### config.mk
export PLATFORM = sky130hd
export DESIGN_NAME = pe_relu_unit
export DESIGN_NICKNAME = d
export VERILOG_FILES = /design/src/rtl/pe_relu_unit.sv
export SDC_FILE = /design/constraint.sdc
export NUM_CORES = 1
export LEC_CHECK = 0
export ABC_AREA = 1
export BUFFER_PORTS_ARGS = -buffer_cell sky130_fd_sc_hd__clkbuf_2
export CAP_MARGIN = 5
export CORE_MARGIN = 1
export CORE_UTILIZATION = 37
export DETAILED_ROUTE_END_ITERATION = 10
export HOLD_SLACK_MARGIN = 0.06
export PLACE_DENSITY = 0.78
export RECOVER_POWER = 50
export REMOVE_ABC_BUFFERS = 1
export SKIP_CTS_REPAIR_TIMING = 1
export SYNTH_ARGS = -nofsm -noshare
export SYNTH_HDL_FRONTEND = slang
export SYNTH_SLANG_ARGS = --single-unit
### constraint.sdc
create_clock -name clk -period 0.8 [get_ports clk]
set_input_delay 0.12 -clock clk [delete_from_list [all_inputs] [get_ports clk]]
set_output_delay 0.12 -clock clk [all_outputs]
set_load 0.01 [all_outputs]
### src/rtl/pe_relu_unit.sv
// ---------------------------------------------------------------------------
// pe_relu_unit
//
// Rectified-linear activation stage for the PE datapath. A signed W-bit
// accumulator result is clamped to zero when negative and passed unchanged
// otherwise. Two views of the result are provided:
//   * dout      - combinational, zero latency, for direct chaining
//   * dout_q    - registered, one cycle latency, qualified by out_valid
//
// Optional feature (macro PE_RELU_CLIP_CNT_EN):
//   Adds a saturating counter of clipped (negative) valid samples, with a
//   synchronous clear. When the macro is undefined the clr_cnt/clip_cnt
//   ports and the counter logic are absent; all other behaviour is the same.
//
// Parameters:
//   W      - data width, two's-complement signed (default 24)
//   CNT_W  - clip counter width (default 16)
//
// Ports:
//   clk       in   rising-edge clock
//   rst_n     in   asynchronous active-low reset
//   din       in   W   activation input (signed)
//   in_valid  in   1   din valid this cycle (registered path and counter)
//   dout      out  W   relu(din), combinational, unaffected by reset
//   dout_q    out  W   registered relu result, held while in_valid=0
//   out_valid out  1   dout_q holds a result captured on the previous edge
//   clr_cnt   in   1   synchronous clear of clip_cnt (macro only)
//   clip_cnt  out  CNT_W count of clipped samples, saturating (macro only)
// ---------------------------------------------------------------------------
module pe_relu_unit #(
    parameter int W     = 24,
    parameter int CNT_W = 16
) (
    input  logic                clk,
    input  logic                rst_n,
    input  logic signed [W-1:0] din,
    input  logic                in_valid,
    output logic signed [W-1:0] dout,
    output logic signed [W-1:0] dout_q,
    output logic                out_valid
`ifdef PE_RELU_CLIP_CNT_EN
    ,
    input  logic                clr_cnt,
    output logic [CNT_W-1:0]    clip_cnt
`endif
);

    // Elaboration-time sanity checks on the configuration.
    if (W < 2) begin : g_bad_w
        $error("pe_relu_unit: W must be at least 2");
    end
    if (CNT_W < 1) begin : g_bad_cnt_w
        $error("pe_relu_unit: CNT_W must be at least 1");
    end

    // -----------------------------------------------------------------------
    // Combinational ReLU. The sign bit alone decides: the most-negative value
    // has its sign bit set and therefore maps to zero like any other negative.
    // -----------------------------------------------------------------------
    logic              w_neg;
    logic signed [W-1:0] w_relu;

    assign w_neg  = din[W-1];
    assign w_relu = w_neg ? '0 : din;
    assign dout   = w_relu;

    // -----------------------------------------------------------------------
    // Registered path. out_valid simply follows in_valid by one cycle; the
    // data register only loads on valid samples so it holds the last result.
    // -----------------------------------------------------------------------
    logic signed [W-1:0] r_dout_q;
    logic                r_out_valid;

    // NOTE: sequential state uses non-blocking assignments so every register
    // samples the pre-edge values, independent of statement order.
    always_ff @(posedge clk or negedge rst_n) begin
        if (!rst_n) begin
            r_out_valid <= 1'b0;
            r_dout_q    <= '0;
        end else begin
            r_out_valid <= in_valid;
            if (in_valid) begin
                r_dout_q <= w_relu;
            end
        end
    end

    assign dout_q    = r_dout_q;
    assign out_valid = r_out_valid;

`ifdef PE_RELU_CLIP_CNT_EN
    // -----------------------------------------------------------------------
    // Clip counter. Clear wins over a simultaneous increment; once at the
    // all-ones value the counter sticks there until cleared.
    // -----------------------------------------------------------------------
    logic [CNT_W-1:0] r_clip_cnt;
    logic             w_cnt_inc;
    logic             w_cnt_sat;

    assign w_cnt_inc = in_valid & w_neg;
    assign w_cnt_sat = &r_clip_cnt;

    always_ff @(posedge clk or negedge rst_n) begin
        if (!rst_n) begin
            r_clip_cnt <= '0;
        end else if (clr_cnt) begin
            r_clip_cnt <= '0;
        end else if (w_cnt_inc && !w_cnt_sat) begin
            r_clip_cnt <= r_clip_cnt + 1'b1;
        end
    end

    assign clip_cnt = r_clip_cnt;
`endif

endmodule

==> impl_metrics.py <==
metrics = {
    "synth": {
        "synth.area.top_cells": "dfrtp_1 (53%), nand2_1 (15%), nand3_1 (10%)",
        "synthCells": 152,
        "syn_area_um2": 1130,
        "avgSynthCellArea_um2": 7.45,
        "synth_top_area_share_pct": 53.0,
        "yosys.area.top_type": "dfrtp_1",
        "seq_area_frac_synth_pct": 53.0,
        "synth_warnings": 0,
        "ys_ff_latch": 24,
        "ys_types": 9,
    },
    "timing": {
        "min_period_ns": 0.976,
        "hold_viol_final": 0,
        "finalCritPeriodShare_pct": 122,
        "setup_viol": 24,
        "fin_ws_ns": -0.176,
        "slew_viol_final": 0,
        "slew_headroom_pct": 53.8,
        "tightest_slew_ns": 0.693,
        "rsz0062_at_grt": "yes",
        "skew_ns": 0,
        "max_freq_mhz": 1020,
    },
    "place": {
        "gp_congestion": 0.675,
        "hpwl_mm": 1.87,
        "dpl.cell_count": 252,
        "port-buffer-count": 73,
    },
    "global_route": {
        "grt_usage_pct": 15.6,
        "grt_max_degree": 25,
        "grt_pass1_wl_mm": 4.03,
        "grt_overflow_total": 0,
        "grt_pass1_vias": 941,
        "antenna_found_initial": 0,
    },
    "final_layout": {
        "final_cell_count_no_fill": 289,
        "layout-drive-gt1-share_pct": 37.2,
        "diodes": 0,
        "syn2layout_area_growth_pct": 66.0,
        "nNetsFinal": 286,
        "fillers": 252,
        "final_common_cell": "clkbuf_2",
        "multi_input_area_um2": 392,
        "register_area_um2": 601,
        "final_cell_mix": "clkbuf_2 (60), nand2_1 (46), dfrtp_1 (24)",
    },
    "worst_setup_path": {
        "crit_chain": "clkbuf_2",
        "cp_num_buf_inv": 1,
        "crit_arrival_ns": 0.86,
        "path_class": "flip-flop to output pin",
        "crit_path_max_incr_delay_ns": 0.41,
        "cp-end-kind": "output pin",
        "r2r-start": "dout_q[14]",
        "ff2ff_setup_slack_ns": 0.04,
        "r2r_end": "dout_q[14]",
        "path_max_fanout": 2,
        "path_delay_family": "flip-flops",
        "critPathRequiredTime_ns": 0.68,
        "r2r_cells": 3,
        "start_kind": "flip-flop",
        "crit_slowest_cell": "dfrtp_1",
    },
    "power": {
        "p_sw_mw": 0.766,
        "ir_drop_mv": 0.934,
        "power_frac_comb_pct": 26.7,
        "p_leak_nw": 1.19,
        "powerDensity_nw_per_um2": 1440,
        "p_sw_share_pct": 28.4,
        "intPower_mw": 1.93,
        "power_mw": 2.70,
        "p_seq_share_pct": 50.2,
        "clock_power_share_pct": 23.1,
    },
    "clock_tree": {
        "clockBufferDepth": 2,
        "cts_num_sinks": 24,
        "htreeDepth": 1,
        "clk_pin_slew_worst_paths_ns": 0.13,
        "root_buffer": "clkbuf_4",
        "cts-buffers-inserted": 3,
        "clk-insertion-delay-late_ns": 0.30,
        "cts_tree": "yes",
    },
    "hold_path": {
        "min_from": "din[6]",
        "worstHoldEndpoint": "dout_q[6]",
        "hold_path.class": "primary input to flip-flop",
        "min_path_cells": 3,
    },
    "routing": {
        "antenna_left": 0,
        "drcViolationCount": 6,
        "firstDrtPassIters": 8,
        "vias": 1287,
        "finalWirelength_mm": 3.09,
        "wire_per_inst_um": 10.7,
        "routed_via_density": 4.45,
        "drt_iter0_markers": 61,
    },
    "outcome": {
        "status": "finished, violations left",
        "violations": "DRC, setup timing",
    },
    "floorplan": {
        "start_util_pct": 40.0,
        "core_um2": 2830,
        "die_x_um": 57.3,
        "die_area_um2": 3290,
        "fp-row-count": 19,
        "ios": 76,
        "die_h_um": 57.3,
    },
    "flow_run": {
        "cap_viol_max_count": 0,
    },
}
per-stage QoR:
| stage | hold WS [ns] | util [%] | instance area (µm²) | setup TNS (ns) | setup slack [ns] |
|---|---|---|---|---|---|
| after global placement | 0.115 | 54.1 | 1530 | -0.443 | -0.0239 |
| final | 0.0408 | 66.4 | 1880 | -3.75 | -0.176 |
| after global routing | 0.0578 | 66.4 | 1880 | -5.67 | -0.231 |
| after floorplan | -0.176 | - | 1080 | 0 | 0.179 |
| after CTS | -0.227 | 55.4 | 1570 | -4.15 | -0.189 |
| after detailed placement | 0.125 | 54.1 | 1530 | -0.838 | -0.0467 |
kinds of logic after synthesis:
family	synth area share, %
buf+inv	13.6
other cells	0.331
simple gates	33.0
flops	53.0
state kept, by name, indices dropped and copies added, names as in the netlist:
name / flops
dout_q: 23
out_valid: 1
metal layers:
metal  wire [µm]  share of wire (%)  vias to the layer above  GRT usage (%)
met4          15               0.49                        0           6.27
met3         199                6.4                        2           2.72
met1        1280                 41                      567           21.8
met2        1590                 52                       59           24.2
met5           0                  0                        -              0
li1            -                  -                      659              -
worst max-delay path by stage:
stage	slack (ns)	start	cells past startpoint	endpoint
finish	-0.18	dout_q[9]	1	dout_q[9]
global route	-0.23	dout_q[19]	1	dout_q[19]
CTS	-0.19	dout_q[20]	1	dout_q[20]
detailed placement	-0.05	din[23]	4	dout_q[12]
global placement	-0.02	din[23]	4	dout_q[2]
floorplan	0.18	dout_q[0]	2	dout_q[0]
area by class of cell:
cell class / count / share of cell area, %
multi-input combinational: 94 / 20.8
tap: 31 / 2.06
sequential: 24 / 32.0
clock buffer: 4 / 1.93
inverter: 25 / 4.99
timing repair buffer: 111 / 38.2
power by group through the flow:
stage                     clock network, mW  logic, mW  registers (mW)
final                                 0.624      0.720            1.35
after global placement                    0      0.558            1.38
after floorplan                           0      0.187            1.42
after global routing                  0.704      0.793            1.36
after CTS                             0.651      0.569            1.36
after detailed placement                  0      0.569            1.38
cell usage after synthesis, drive strengths merged:
cell type	instances
nand2	46
buf	10
conb	1
dfrtp	24
nor2	23
nand3	23
inv	25
(Power assumes the default switching activity.)
